**src/rtl/ram_burst_ctrl.sv**
```systemverilog
// ram_burst_ctrl: burst sequencer for a single-port synchronous RAM
// (1-cycle registered read). Accepts a write or read command of
// cmd_len+1 beats, streams write data into the RAM or RAM data out through
// a 2-entry output buffer, then pulses done for one cycle.
//
// Optional build macro RAM_BURST_WRAP_CHK_EN: when defined, a command whose
// last address would pass the top of the RAM is rejected at acceptance with
// done+err and no RAM access. When undefined, addresses wrap and err is 0.
//
// state | meaning
// IDLE  | waiting for a command, cmd_ready=1
// WRITE | accepting write beats into the RAM
// READ  | issuing RAM reads and draining the output buffer
// DONE  | one-cycle completion pulse (done, err)
module ram_burst_ctrl #(
    parameter int ADDR_WIDTH = 10,
    parameter int DATA_WIDTH = 4,
    parameter int LEN_WIDTH  = 4
) (
    input  logic                  clk,
    input  logic                  reset_n,
    input  logic                  cmd_valid,
    output logic                  cmd_ready,
    input  logic                  cmd_wr,
    input  logic [ADDR_WIDTH-1:0] cmd_addr,
    input  logic [LEN_WIDTH-1:0]  cmd_len,
    input  logic [DATA_WIDTH-1:0] wdata,
    input  logic                  wdata_valid,
    output logic                  wdata_ready,
    output logic [DATA_WIDTH-1:0] rdata,
    output logic                  rdata_valid,
    input  logic                  rdata_ready,
    output logic                  done,
    output logic                  err,
    output logic                  ram_we,
    output logic [ADDR_WIDTH-1:0] ram_addr,
    output logic [DATA_WIDTH-1:0] ram_din,
    input  logic [DATA_WIDTH-1:0] ram_dout
);

    localparam int CNT_W = LEN_WIDTH + 1;

    typedef enum logic [1:0] {IDLE, WRITE, READ, DONE} state_t;

    state_t                state_q, state_d;
    logic [ADDR_WIDTH-1:0] ptr_q, ptr_d;
    logic [CNT_W-1:0]      rem_q, rem_d;        // beats still to transfer
    logic [CNT_W-1:0]      iss_rem_q, iss_rem_d; // reads still to issue
    logic                  inflight_q;
    logic [1:0]            occ_q, occ_d;
    logic [DATA_WIDTH-1:0] buf_q [2];
    logic                  wr_idx_q, rd_idx_q;
    logic                  cmd_ready_q, cmd_ready_d;
    logic                  done_q, done_d;
    logic                  err_q, err_d;

    logic                  accept;
    logic                  pop;
    logic                  issue;
    logic [2:0]            level;
    logic                  wrap_err;

`ifdef RAM_BURST_WRAP_CHK_EN
    localparam int SUM_W = ADDR_WIDTH + LEN_WIDTH + 1;
    logic [SUM_W-1:0] end_addr;
    assign end_addr = SUM_W'(cmd_addr) + SUM_W'(cmd_len);
    assign wrap_err = end_addr > SUM_W'({ADDR_WIDTH{1'b1}});
`else
    assign wrap_err = 1'b0;
`endif

    // Stream and RAM-side outputs follow the current state directly.
    assign cmd_ready   = cmd_ready_q;
    assign done        = done_q;
    assign err         = err_q;
    assign wdata_ready = (state_q == WRITE);
    assign ram_we      = (state_q == WRITE) && wdata_valid;
    assign ram_din     = (state_q == WRITE) ? wdata : '0;
    assign ram_addr    = ptr_q;
    assign rdata_valid = (occ_q != 2'd0);
    assign rdata       = buf_q[rd_idx_q];

    assign accept = cmd_valid && cmd_ready_q;
    assign pop    = rdata_valid && rdata_ready;
    // Buffer slots committed after this edge; a read may only be issued if
    // its data is guaranteed a slot when it returns.
    assign level  = 3'(occ_q) + 3'(inflight_q) - 3'(pop);
    assign issue  = (state_q == READ) && (iss_rem_q != '0) && (level < 3'd2);
    assign occ_d  = occ_q + 2'(inflight_q) - 2'(pop);

    // Next-state and counter update for the burst sequencer.
    always_comb begin
        state_d   = state_q;
        ptr_d     = ptr_q;
        rem_d     = rem_q;
        iss_rem_d = iss_rem_q;
        err_d     = 1'b0;
        case (state_q)
            IDLE: begin
                if (accept) begin
                    ptr_d     = cmd_addr;
                    rem_d     = CNT_W'(cmd_len) + CNT_W'(1);
                    iss_rem_d = CNT_W'(cmd_len) + CNT_W'(1);
                    if (wrap_err) begin
                        state_d = DONE;
                        err_d   = 1'b1;
                    end else begin
                        state_d = cmd_wr ? WRITE : READ;
                    end
                end
            end
            WRITE: begin
                if (wdata_valid) begin
                    ptr_d = ptr_q + ADDR_WIDTH'(1);
                    rem_d = rem_q - CNT_W'(1);
                    if (rem_q == CNT_W'(1)) state_d = DONE;
                end
            end
            READ: begin
                if (issue) begin
                    ptr_d     = ptr_q + ADDR_WIDTH'(1);
                    iss_rem_d = iss_rem_q - CNT_W'(1);
                end
                if (pop) begin
                    rem_d = rem_q - CNT_W'(1);
                    if (rem_q == CNT_W'(1)) state_d = DONE;
                end
            end
            default: state_d = IDLE;
        endcase
        cmd_ready_d = (state_d == IDLE);
        done_d      = (state_d == DONE);
    end

    // State, counters, registered handshake outputs and the read buffer.
    always_ff @(posedge clk or negedge reset_n) begin
        if (!reset_n) begin
            state_q     <= IDLE;
            ptr_q       <= '0;
            rem_q       <= '0;
            iss_rem_q   <= '0;
            inflight_q  <= 1'b0;
            occ_q       <= 2'd0;
            buf_q[0]    <= '0;
            buf_q[1]    <= '0;
            wr_idx_q    <= 1'b0;
            rd_idx_q    <= 1'b0;
            cmd_ready_q <= 1'b0;
            done_q      <= 1'b0;
            err_q       <= 1'b0;
        end else begin
            state_q     <= state_d;
            ptr_q       <= ptr_d;
            rem_q       <= rem_d;
            iss_rem_q   <= iss_rem_d;
            inflight_q  <= issue;
            occ_q       <= occ_d;
            cmd_ready_q <= cmd_ready_d;
            done_q      <= done_d;
            err_q       <= err_d;
            if (inflight_q) begin
                buf_q[wr_idx_q] <= ram_dout;
                wr_idx_q        <= ~wr_idx_q;
            end
            if (pop) rd_idx_q <= ~rd_idx_q;
        end
    end

endmodule

```
**config.mk**
```make
export PLATFORM = sky130hd
export DESIGN_NAME = ram_burst_ctrl
export DESIGN_NICKNAME = d
export VERILOG_FILES = /design/src/rtl/ram_burst_ctrl.sv
export SDC_FILE = /design/constraint.sdc
export NUM_CORES = 1
export LEC_CHECK = 0
export BUFFER_PORTS_ARGS = -buffer_cell sky130_fd_sc_hd__buf_2
export CELL_PAD_IN_SITES_DETAIL_PLACEMENT = 1
export CELL_PAD_IN_SITES_GLOBAL_PLACEMENT = 2
export CORE_ASPECT_RATIO = 1.1
export CORE_MARGIN = 4
export CORE_UTILIZATION = 36
export CTS_BUF_LIST = sky130_fd_sc_hd__clkbuf_4
export DETAILED_ROUTE_END_ITERATION = 10
export GPL_TIMING_DRIVEN = 0
export MAX_ROUTING_LAYER = met4
export PLACE_DENSITY = 0.81
export SYNTH_ARGS = -nofsm -noshare
export SYNTH_HDL_FRONTEND = slang
export SYNTH_SLANG_ARGS = --single-unit
```
**constraint.sdc**
```tcl
create_clock -name clk -period 7.45 [get_ports clk]
set_input_delay 0.745 -clock clk [delete_from_list [all_inputs] [get_ports clk]]
set_output_delay 0.745 -clock clk [all_outputs]
set_load 0.02 [all_outputs]
```
==> flow_metrics.tcl <==
set metrics [dict create \
    synth_top_cell_by_area "dfrtp_1" \
    nFillCells 763 \
    final_area_sq_um 2790 \
    p_per_area_nw_per_um2 518 \
    route.detailed.drc 0 \
    fin_hold_ws_ns 0.488 \
    antenna_cells 0 \
    clock_sinks 37 \
    wl_per_cell_um 16.6 \
    synthesis.nets 279 \
    via_per_inst 5.46 \
    tightest_slew_ns 0.912 \
    utilization_pct 44.7 \
    num_rows 30 \
    met3_length_um 203 \
    status "completed" \
    die_y_um 92.5 \
    final_cell_mix "52 x buf_2, 37 x dfrtp_1, 16 x inv_1" \
    synth-seq-cells 37 \
    wl_met2_mm 3.10 \
    grt_pass1_wl_mm 10.9 \
    cts_tree "done" \
    start_kind "primary input" \
    layout_commonest_cell "buf_2" \
    start_util_pct 37.5 \
    slew_viol_final 0 \
    syn_area_per_cell_sq_um 9.77 \
    worstSkewPairLatency_ns 0.34 \
    grt_pass1_vias 2237 \
    criticalPathCategory "in2reg" \
    drive_gt1_share_pct 29.0 \
    area_growth_pct 19.4 \
    gp_congestion 0.753 \
    r2r_start "occ_q[1]" \
    yosys.area.top_type_share_pct 39.7 \
    core-area_sq_um 6230 \
    first_pass_iters 4 \
    finalCriticalPeriod_ns 3.00 \
    drv_cap 0 \
    yosysWarnings 0 \
    hold_viol 0 \
    hp-class "in2async" \
    drt-total-wl_mm 6.27 \
    cts-resized-gates 0 \
    pin_count 52 \
    fin_worst_skew_ns 0.00369 \
    placed_area_sq_um 2690 \
    met1_length_mm 2.92 \
    ctsHoldBuffers 0 \
    place_hpwl_mm 4.73 \
    grtUsageTotal_pct 17.6 \
    dominantRegCellSynth "dfrtp_1" \
    vias 2058 \
    fmax_ghz 0.334 \
    rsz0062_at_grt "false" \
    cp.arrival_ns 3.24 \
    synthArstFlopShare_pct 100 \
    path_clk_slew_ns 0.12 \
    critPathRequiredTime_ns 7.69 \
    nets 336 \
    cts_made_buffers 5 \
    grt_max_degree 38 \
    antenna_found_initial 0 \
    highest_layer "met4" \
    die_area_sq_um 7840 \
    max_slew_margin_pct 38.7 \
    ys_seq_area_share_pct 39.7 \
    clock_path_buffers 2 \
    synth_edf_count 0 \
    die_x_um 84.8 \
    ir_drop_uv 187 \
    syn_area_sq_um 2330 \
    port_buffers 50 \
    critPathCaptureType "flop" \
    dr.first_iter.drc_count 50 \
    path_max_fanout 8 \
    postRouteAntennaNets 0 \
    synthCells 239 \
    p_leak_uw 0.00131 \
    grt_overflow_total 0 \
    cts_post_setup_buffers_inserted 0 \
    ys_types 56 \
    crit_start "rdata_ready" \
    cts-root-buf "clkbuf_4" \
    setup_viol 0 \
    synth_area_leaders "dfrtp_1 40%, mux2_2 6.8%, ha_1 5.9%" \
    htreeDepth 2 \
    final.setup.tns_ns 0 \
    finalCritPeriodShare_pct 40.2 \
]
[Yosys cell counts (2+ instances only)]
cell type and count:
clkbuf_1 5, nand3b_1 4, o31ai_1 3, nand4_1 5
mux2_2 14, mux2i_1 3, or3_1 2, a21oi_1 9
o22a_1 2, buf_2 2, or4_1 2, dfrtp_1 37
and2_1 7, nor4_1 4, ha_1 11, o21ai_0 14
o41ai_1 2, or2_2 2, a211o_1 4, nor3_1 11
xor2_1 3, a41o_1 4, a31oi_1 5, nand3_1 4
a211oi_1 2, buf_1 2, nor2b_1 5, inv_1 16
nand2b_1 2, nand2_1 15, nor3b_1 2, buf_4 2
a221oi_1 2, a2111o_1 2, and3_1 3, nor2_1 6
xnor2_1 2
[cell families (layout without fill, tap and decap cells)]
kind of cell	Yosys count	after routing	synth area share, %
AO/OA/AOI/OAI	60	60	19.2
XOR/XNOR	5	5	1.88
adder cells (fa/ha/maj)	12	12	6.75
buffers and inverters	28	86	4.93
flip-flops	37	37	39.7
multiplexers	17	17	8.04
other	1	1	0.161
AND/OR/NAND/NOR	79	79	19.4
[routing by layer]
layer | up-vias | GRT usage, %
met5 | - | -
met4 | 0 | 4.35
met3 | 4 | 2.76
met2 | 41 | 29.0
met1 | 1011 | 22.7
li1 | 1002 | -
[sequential cells by signal (all words and copies together) (netlist names)]
register,count
ram_addr,10
inflight_q,1
cmd_ready,1
rem_q,5
buf_q,8
state_q,2
rd_idx_q,1
wr_idx_q,1
done,1
occ_q,2
iss_rem_q,5
[per-stage QoR]
stage	power, uW	setup slack, ns	cells
6_report	1440	4.45	377
5_1_grt	1580	4.27	377
4_1_cts	1460	4.45	377
3_5_place_dp	1280	4.06	369
3_3_place_gp	1260	4.10	369
2_1_floorplan	1030	4.54	239
[worst paths after layout]
path                          endpoint  slack (ns)  depth (start not counted)
max                        ram_addr[6]        4.45                          9
min                           buf_q[7]        0.49                          1
max reg2reg                ram_addr[6]        4.52                          8
min reg2reg                   wr_idx_q        0.52                          1
max in group asynchronous     rem_q[4]        6.43                          1
min in group clk              wr_idx_q        0.52                          1
[where the power goes]
part / internal [uW] / total [uW] / switching (uW) / leakage (uW)
combinational: 353 / 857 / 504 / 0.000810
clock: 104 / 177 / 73.0 / 0.0000552
sequential: 306 / 410 / 104 / 0.000444
total: 763 / 1440 / 681 / 0.00131
[area by class of cell]
cell class,count,area (sq um),share of cell area (%)
inverters,17,63.8,2.29
clock inverters,3,65.1,2.33
multi-input cells,174,1290,46.4
flip-flops and latches,37,926,33.2
well taps,80,100,3.59
plain buffers,11,51.3,1.84
clock buffers,5,37.5,1.35
repair buffers,50,250,8.98
[critical path, stage by stage]
cell     delay, ns
buf_2         0.12
nand3_1       0.12
o21ai_0       0.10
ha_1          0.20
fa_1          0.37
xnor2_1       0.21
o31ai_2       0.57
nand2_1       0.39
a211o_1       0.40
No activity file was read; power rests on OpenSTA's default activity.
